$ cat src/rtl/io_pad_bank.sv
// io_pad_bank: register-mapped bank of bidirectional pad channels with input synchronisers,
// edge interrupts and optional per-pad debounce (enabled by defining IO_BANK_DEBOUNCE_EN).
module io_pad_bank #(
  parameter int NUM_PADS        = 16,
  parameter int SYNC_STAGES     = 2,
  parameter int DEBOUNCE_CYCLES = 4
) (
  input  logic                HCLK,
  input  logic                HRESET,
  input  logic                wr_en,
  input  logic                rd_en,
  input  logic [2:0]          addr,
  input  logic [NUM_PADS-1:0] wdata,
  output logic [NUM_PADS-1:0] rdata,
  input  logic [NUM_PADS-1:0] pad_in,
  output logic [NUM_PADS-1:0] pad_out,
  output logic [NUM_PADS-1:0] pad_oe,
  output logic [NUM_PADS-1:0] pad_pu,
  output logic [NUM_PADS-1:0] pad_pd,
  output logic                irq
);

  localparam logic [2:0] ADDR_DATAIN  = 3'd0;
  localparam logic [2:0] ADDR_OUT     = 3'd1;
  localparam logic [2:0] ADDR_DIR     = 3'd2;
  localparam logic [2:0] ADDR_PU      = 3'd3;
  localparam logic [2:0] ADDR_PD      = 3'd4;
  localparam logic [2:0] ADDR_IRQ_EN  = 3'd5;
  localparam logic [2:0] ADDR_IRQ_POL = 3'd6;
  localparam logic [2:0] ADDR_IRQ_ST  = 3'd7;

  if (NUM_PADS < 1 || NUM_PADS > 32) begin : g_bad_num_pads
    $error("io_pad_bank: NUM_PADS must be 1..32");
  end
  if (SYNC_STAGES < 2) begin : g_bad_sync_stages
    $error("io_pad_bank: SYNC_STAGES must be >= 2");
  end
  if (DEBOUNCE_CYCLES < 1 || DEBOUNCE_CYCLES > 255) begin : g_bad_debounce
    $error("io_pad_bank: DEBOUNCE_CYCLES must be 1..255");
  end

  logic [NUM_PADS-1:0] sync_q [SYNC_STAGES];
  logic [NUM_PADS-1:0] sync_in;
  logic [NUM_PADS-1:0] filt;
  logic [NUM_PADS-1:0] filt_prev;
  logic [NUM_PADS-1:0] edge_evt;
  logic [NUM_PADS-1:0] w1c_mask;
  logic [NUM_PADS-1:0] rd_mux;

  logic [NUM_PADS-1:0] out_q;
  logic [NUM_PADS-1:0] dir_q;
  logic [NUM_PADS-1:0] pu_q;
  logic [NUM_PADS-1:0] pd_q;
  logic [NUM_PADS-1:0] irq_en_q;
  logic [NUM_PADS-1:0] irq_pol_q;
  logic [NUM_PADS-1:0] irq_st_q;

  always_ff @(posedge HCLK) begin
    if (HRESET) begin
      for (int s = 0; s < SYNC_STAGES; s++) begin
        sync_q[s] <= '0;
      end
    end else begin
      sync_q[0] <= pad_in;
      for (int s = 1; s < SYNC_STAGES; s++) begin
        sync_q[s] <= sync_q[s-1];
      end
    end
  end

  assign sync_in = sync_q[SYNC_STAGES-1];

`ifdef IO_BANK_DEBOUNCE_EN
  // A pad's filtered value flips only after DEBOUNCE_CYCLES consecutive mismatching samples.
  localparam logic [7:0] DB_LAST = 8'(DEBOUNCE_CYCLES - 1);

  logic [7:0] db_cnt [NUM_PADS];

  always_ff @(posedge HCLK) begin
    if (HRESET) begin
      filt <= '0;
      for (int i = 0; i < NUM_PADS; i++) begin
        db_cnt[i] <= '0;
      end
    end else begin
      for (int i = 0; i < NUM_PADS; i++) begin
        if (sync_in[i] == filt[i]) begin
          db_cnt[i] <= '0;
        end else if (db_cnt[i] == DB_LAST) begin
          filt[i]   <= sync_in[i];
          db_cnt[i] <= '0;
        end else begin
          db_cnt[i] <= db_cnt[i] + 8'd1;
        end
      end
    end
  end
`else
  assign filt = sync_in;
`endif

  always_ff @(posedge HCLK) begin
    if (HRESET) begin
      filt_prev <= '0;
    end else begin
      filt_prev <= filt;
    end
  end

  // Polarity only selects which filtered edge counts, so rewriting it never raises an event.
  assign edge_evt = (filt & ~filt_prev & irq_pol_q) | (~filt & filt_prev & ~irq_pol_q);
  assign w1c_mask = (wr_en && addr == ADDR_IRQ_ST) ? wdata : '0;

  always_ff @(posedge HCLK) begin
    if (HRESET) begin
      out_q     <= '0;
      dir_q     <= '0;
      pu_q      <= '0;
      pd_q      <= '0;
      irq_en_q  <= '0;
      irq_pol_q <= '0;
      irq_st_q  <= '0;
    end else begin
      if (wr_en) begin
        case (addr)
          ADDR_OUT:     out_q     <= wdata;
          ADDR_DIR:     dir_q     <= wdata;
          ADDR_PU:      pu_q      <= wdata;
          ADDR_PD:      pd_q      <= wdata;
          ADDR_IRQ_EN:  irq_en_q  <= wdata;
          ADDR_IRQ_POL: irq_pol_q <= wdata;
          default:      ;
        endcase
      end
      irq_st_q <= (irq_st_q & ~w1c_mask) | edge_evt;
    end
  end

  always_comb begin
    rd_mux = '0;
    case (addr)
      ADDR_DATAIN:  rd_mux = filt;
      ADDR_OUT:     rd_mux = out_q;
      ADDR_DIR:     rd_mux = dir_q;
      ADDR_PU:      rd_mux = pu_q;
      ADDR_PD:      rd_mux = pd_q;
      ADDR_IRQ_EN:  rd_mux = irq_en_q;
      ADDR_IRQ_POL: rd_mux = irq_pol_q;
      ADDR_IRQ_ST:  rd_mux = irq_st_q;
      default:      rd_mux = '0;
    endcase
  end

  // Read data comes from the pre-edge register values, so a same-cycle write is not visible.
  always_ff @(posedge HCLK) begin
    if (HRESET) begin
      rdata <= '0;
    end else if (rd_en) begin
      rdata <= rd_mux;
    end
  end

  assign pad_out = out_q;
  assign pad_oe  = dir_q;
  assign pad_pu  = pu_q;
  assign pad_pd  = pd_q & ~pu_q;
  assign irq     = |(irq_st_q & irq_en_q);

endmodule

$ cat config.mk
export PLATFORM = sky130hd
export DESIGN_NAME = io_pad_bank
export DESIGN_NICKNAME = d
export VERILOG_FILES = /design/src/rtl/io_pad_bank.sv
export SDC_FILE = /design/constraint.sdc
export NUM_CORES = 1
export LEC_CHECK = 0
export ABC_AREA = 1
export CORE_UTILIZATION = 35
export DETAILED_ROUTE_END_ITERATION = 12
export HOLD_SLACK_MARGIN = 0.08
export PLACE_DENSITY = 0.58
export SLEW_MARGIN = 30
export SYNTH_ARGS = -nofsm -noshare
export SYNTH_HDL_FRONTEND = slang
export SYNTH_SLANG_ARGS = --single-unit
$ cat constraint.sdc
create_clock -name HCLK -period 1.7 [get_ports HCLK]
set_clock_uncertainty 0.15 [all_clocks]
set_input_delay 0.425 -clock HCLK [delete_from_list [all_inputs] [get_ports HCLK]]
set_output_delay 0.425 -clock HCLK [all_outputs]
set_load 0.01 [all_outputs]
Word level (Yosys, flattened, before mapping)
Memories as Yosys holds them, arrays and structs flattened.
Index checks and enable logic that the tools add are counted.
W data, S select, Z words.
{ "classes": {"eq_ne": 7, "n_mux": 7, "bitwise": 16, "reduce_logical": 9} }
{ "op_table": {"columns": ["operator", "count"], "rows": [
  ["$pmux W16 S8", 1],
  ["$and A16 B16 Y16", 7],
  ["$not A16 Y16", 5],
  ["$mux W16", 3],
  ["$or A16 B16 Y16", 2],
  ["$reduce_or A16 Y1", 1],
  ["$eq A3 B3 Y1 const B", 4],
  ["$reduce_and A2 Y1", 6],
  ["$eq A3 B2 Y1 const B", 2],
  ["$eq A3 B1 Y1 const B", 1],
  ["$logic_not A3 Y1", 1],
  ["$mux W1", 3],
  ["$or A1 B1 Y1", 2],
  ["$logic_and A1 B1 Y1", 1]
]} }
{ "word_totals": {"regBits": 144, "ram_bits": 32, "in_bits": 39, "out_inout_bits": 81, "elab_cells": 49, "n_memories": 1} }
{ "memory_table": {"columns": ["name", "depth", "width", "read_ports", "rd_ports_with_merged_regs", "wr", "line", "source"], "rows": [
  ["sync_q", 2, 16, 2, 0, 2, "42", "logic [NUM_PADS-1:0] sync_q [SYNC_STAGES];"]
]} }

Depth between registers and ports, before layout
{ "logic_depth": {"depth_word": 6, "mapped_depth": 9} }

Least setup slack after synthesis
Ideal clock, no wire load.
{ "synth_timing": {"path_type": "input to register", "start": "input port addr[0]", "end": "register rdata[5]", "setup_time_ns": 0.117, "arrival_ns": 1.324, "setup_slack_ns": 0.109, "stages": 9, "path_cell_list": "buf_2 inv_2 nand3_2 buf_2 nor2_1 nor2_1 nand3_1 nor2_1 nor2_1"} }
{ "synth_via": {"elab_chain_len": 2, "word_cells_on_any_way": 9} }
{ "synth_lines": {"columns": ["element", "line", "source"], "rows": [
  ["start: declaration", "12", "input logic [2:0] addr,"],
  ["$eq A3 B3 Y1, or another cell as far along", "141", "case (addr)"],
  ["$pmux W16 S8 (*)", "141", null],
  ["end signal: assignment", "159", "rdata <= rd_mux;"],
  ["end: declaration", "14", "output logic [NUM_PADS-1:0] rdata,"]
]} }
Mark *: on every way between the ends. The rest lies on a longest branch, timed or not.
A chain may end at the register's enable or synchronous reset.

Worst setup path after layout
{ "layout_timing": {"start": "register irq_st_q[12]", "end": "output port irq"} }
{ "layout_via": {"elab_chain_len": 2} }
{ "layout_lines": {"columns": ["element", "line", "source"], "rows": [
  ["start: declaration", "56", "logic [NUM_PADS-1:0] irq_st_q;"],
  ["start signal: assignment", "135", "irq_st_q <= (irq_st_q & ~w1c_mask) | edge_evt;"],
  ["$and A16 B16 Y16", "167", "assign irq = |(irq_st_q & irq_en_q);"],
  ["$reduce_or A16 Y1", "167", null],
  ["end: declaration", "20", "output logic irq"]
]} }
No other way between the ends.

==> impl_metrics.json <==
{
  "outcome": "complete, but fails checks",
  "violations": "negative setup slack",
  "root_buffer": "clkbuf_16",
  "numCtsBuffers": 17,
  "synth_area_leaders": "dfxtp_1, nor2_1, o21ai_0",
  "syn_to_final_growth_pct": 35.2,
  "end_kind": "output port",
  "first_pass_iters": 5,
  "cts.path.max_buffers": 2,
  "period_minus_slack_ns": 1.99,
  "wl_per_cell_microns": 16.5,
  "yosysMostFrequentCell": "dfxtp_1",
  "r2r-start": "irq_en_q[5]",
  "powerDensity_mw_per_mm2": 935,
  "finalHoldViolCount": 0,
  "die_height_microns": 148,
  "initial_core_util": 0.362,
  "totalPowerFinal_w": 0.00937,
  "port_buffers": 119,
  "via_per_inst": 4.91,
  "io_pins": 120,
  "synthDistinctLibCells": 19,
  "grt_pass1_wl_mm": 37.4,
  "postRouteAntennaNets": 0,
  "p_leak_nw": 4.49,
  "grt_max_degree": 81,
  "fp.dieW_microns": 148,
  "critPathArrivalTime_ns": 1.42,
  "cp.required_ns": 1.12,
  "crit_fanout": 3,
  "nets": 1240,
  "antenna_found_initial": 0,
  "synth_edf_count": 0,
  "yosysTopAreaCellShare": 0.475,
  "ir_worst_vdd_mv": 0.642,
  "syn_area_sq_mm": 0.00741,
  "fin_util": 0.489,
  "num_antenna_cells": 0,
  "grt_usage": 0.229,
  "ys_ff_latch": 176,
  "drtIter0Drc": 556,
  "endpoint": "irq",
  "hold_path.class": "reg -> reg",
  "drcViolationCount": 0,
  "rsz0062_at_grt": "yes",
  "syn-num-nets": 1073,
  "reg2reg_depth": 7,
  "cp-start-kind": "register",
  "dieArea_sq_mm": 0.0218,
  "cts.sinks": 176,
  "routabilityCongestion": 0.893,
  "fin_ws_ns": -0.295,
  "grt_overflow": 0,
  "synth_top_area_cell": "dfxtp_1",
  "cts.reportedPaths.clkPinSlew_ns": 0.07,
  "htreeDepth": 4,
  "ys.flop_type": "dfxtp_1",
  "period_share": 1.17,
  "fmax_mhz": 501,
  "ys_seq_area_frac": 0.475,
  "drv_cap": 0,
  "synth_commonest_cells": "dfxtp_1, nor2_1, inv_1",
  "slew_headroom": 0.686,
  "drv_slew": 0,
  "yosysWarningCount": 0,
  "rows": 52,
  "r2r_slack_ns": 0.31,
  "grt_pass1_vias": 6458,
  "setup_viol": 1,
  "synthCells": 1034,
  "worstSetupPathType": "reg -> out",
  "num_vias": 7282,
  "routed_wl_mm": 24.5,
  "tightest_slew_ns": 0.470,
  "dp_hpwl_mm": 17.9,
  "synthArstFlopShare": 0,
  "nFillCells": 2103,
  "syn_avg_cell_area_sq_um": 7.17,
  "clk-insertion-delay-late_ns": 0.44,
  "coreArea_sq_mm": 0.0205,
  "crit_start": "irq_st_q[12]",
  "r2r-end": "rdata[5]",
  "tritoncts": "yes",
  "layout-drive-gt1-share": 0.162
}
[per-layer routing]
metal | GRT usage | wire length, microns
met1 | 0.319 | 11300
met2 | 0.358 | 11100
met4 | 0.0701 | 451
met3 | 0.0407 | 1590
met5 | 0 | 0
[report_power, final]
part / internal (W) / leakage (nW) / switching (W)
sequential: 0.00429 / 1.45 / 0.000102
combinational: 0.000437 / 2.75 / 0.000608
clock: 0.00209 / 0.287 / 0.00184
total: 0.00682 / 4.49 / 0.00255
[worst min-delay path by stage]
stage | start | end | slack [ns] | depth (start not counted)
2_1_floorplan | sync_q[0][0] | sync_q[0][16] | 0.24 | 2
3_3_place_gp | sync_q[0][0] | sync_q[0][16] | 0.24 | 2
3_5_place_dp | sync_q[0][0] | sync_q[0][16] | 0.24 | 2
4_1_cts | sync_q[0][0] | sync_q[0][16] | 0.25 | 2
5_1_grt | sync_q[0][4] | sync_q[0][20] | 0.27 | 2
6_report | sync_q[0][0] | sync_q[0][16] | 0.25 | 2
[stage by stage]
stage          TNS (ns)  hold slack (ns)  std cells  worst slack [ns]  instance area (sq um)
6_report         -0.295            0.252       1484            -0.295                  10000
5_1_grt          -0.408            0.268       1484            -0.359                  10000
4_1_cts          -0.295            0.253       1484            -0.295                   9970
3_5_place_dp     -25.09            0.242       1451            -0.297                   9520
3_3_place_gp     -25.10            0.243       1451            -0.278                   9520
2_1_floorplan         0            0.238       1034             0.109                   7410
[registers in the layout, indices dropped and copies added, names as in the netlist]
register / cells
pd_q: 16
pad_oe: 16
rdata: 16
sync_q: 32
filt_prev: 16
irq_st_q: 16
irq_en_q: 16
pad_out: 16
irq_pol_q: 16
pad_pu: 16
[logic make-up (layout without fill, tap and decap cells)]
kind of cell / Yosys count / after routing / share of synthesized area
AND/OR/NAND/NOR: 396 / 396 / 0.240
AO/OA/AOI/OAI: 243 / 243 / 0.167
flip-flops: 176 / 176 / 0.475
buffers and inverters: 219 / 399 / 0.117
[final cells by class]
class                   count  area (sq um)  area share
flip-flops and latches    176          3560       0.355
inverters                 150           563      0.0562
multi-input cells         639          3040       0.304
repair buffers            217          1930       0.192
clock buffers              17           425      0.0425
well taps                 270           338      0.0337
clock inverters            15           166      0.0166
[placed cells by master (no fill, tap or decap)]
cell type | Yosys | final
o21ai_1 | 11 | 11
nand2_2 | 0 | 1
a22o_1 | 1 | 1
inv_1 | 147 | 146
nor3_2 | 1 | 1
nand3_1 | 67 | 66
nand3_2 | 1 | 2
inv_6 | 0 | 3
buf_6 | 0 | 1
dfxtp_1 | 176 | 149
nor2_4 | 2 | 2
buf_12 | 0 | 14
clkinv_2 | 0 | 1
buf_4 | 4 | 84
a31oi_1 | 16 | 16
a21oi_2 | 0 | 2
nor2_2 | 0 | 4
clkinvlp_4 | 0 | 2
buf_2 | 27 | 20
inv_2 | 3 | 4
clkinv_4 | 0 | 2
dfxtp_2 | 0 | 27
clkinv_8 | 0 | 1
clkbuf_16 | 0 | 17
bufinv_16 | 0 | 1
dlygate4sd2_1 | 0 | 50
inv_8 | 0 | 5
clkdlybuf4s15_1 | 0 | 11
nor2_1 | 161 | 157
clkbuf_2 | 0 | 3
o21ai_0 | 117 | 117
nand2_1 | 92 | 91
nand4_1 | 72 | 72
a21oi_1 | 98 | 96
clkdlybuf4s50_1 | 0 | 34
[critical path: stages, from the launching register on]
cell and delay (ns):
dfxtp_1 0.34, nand2_1 0.08, nand4_1 0.12, nor2_1 0.17, nand3_2 0.14, buf_6 0.14
[repair_timing]
action | CTS | global route
pin swaps | 2 | 3
setup buffers | 1 | 0
cloned | 0 | 0
endpoints found under the setup margin | 81 | 32
hold buffers | 0 | 0
resized for setup | 147 | 38
Note: power is estimated with default switching activity, not from simulation.
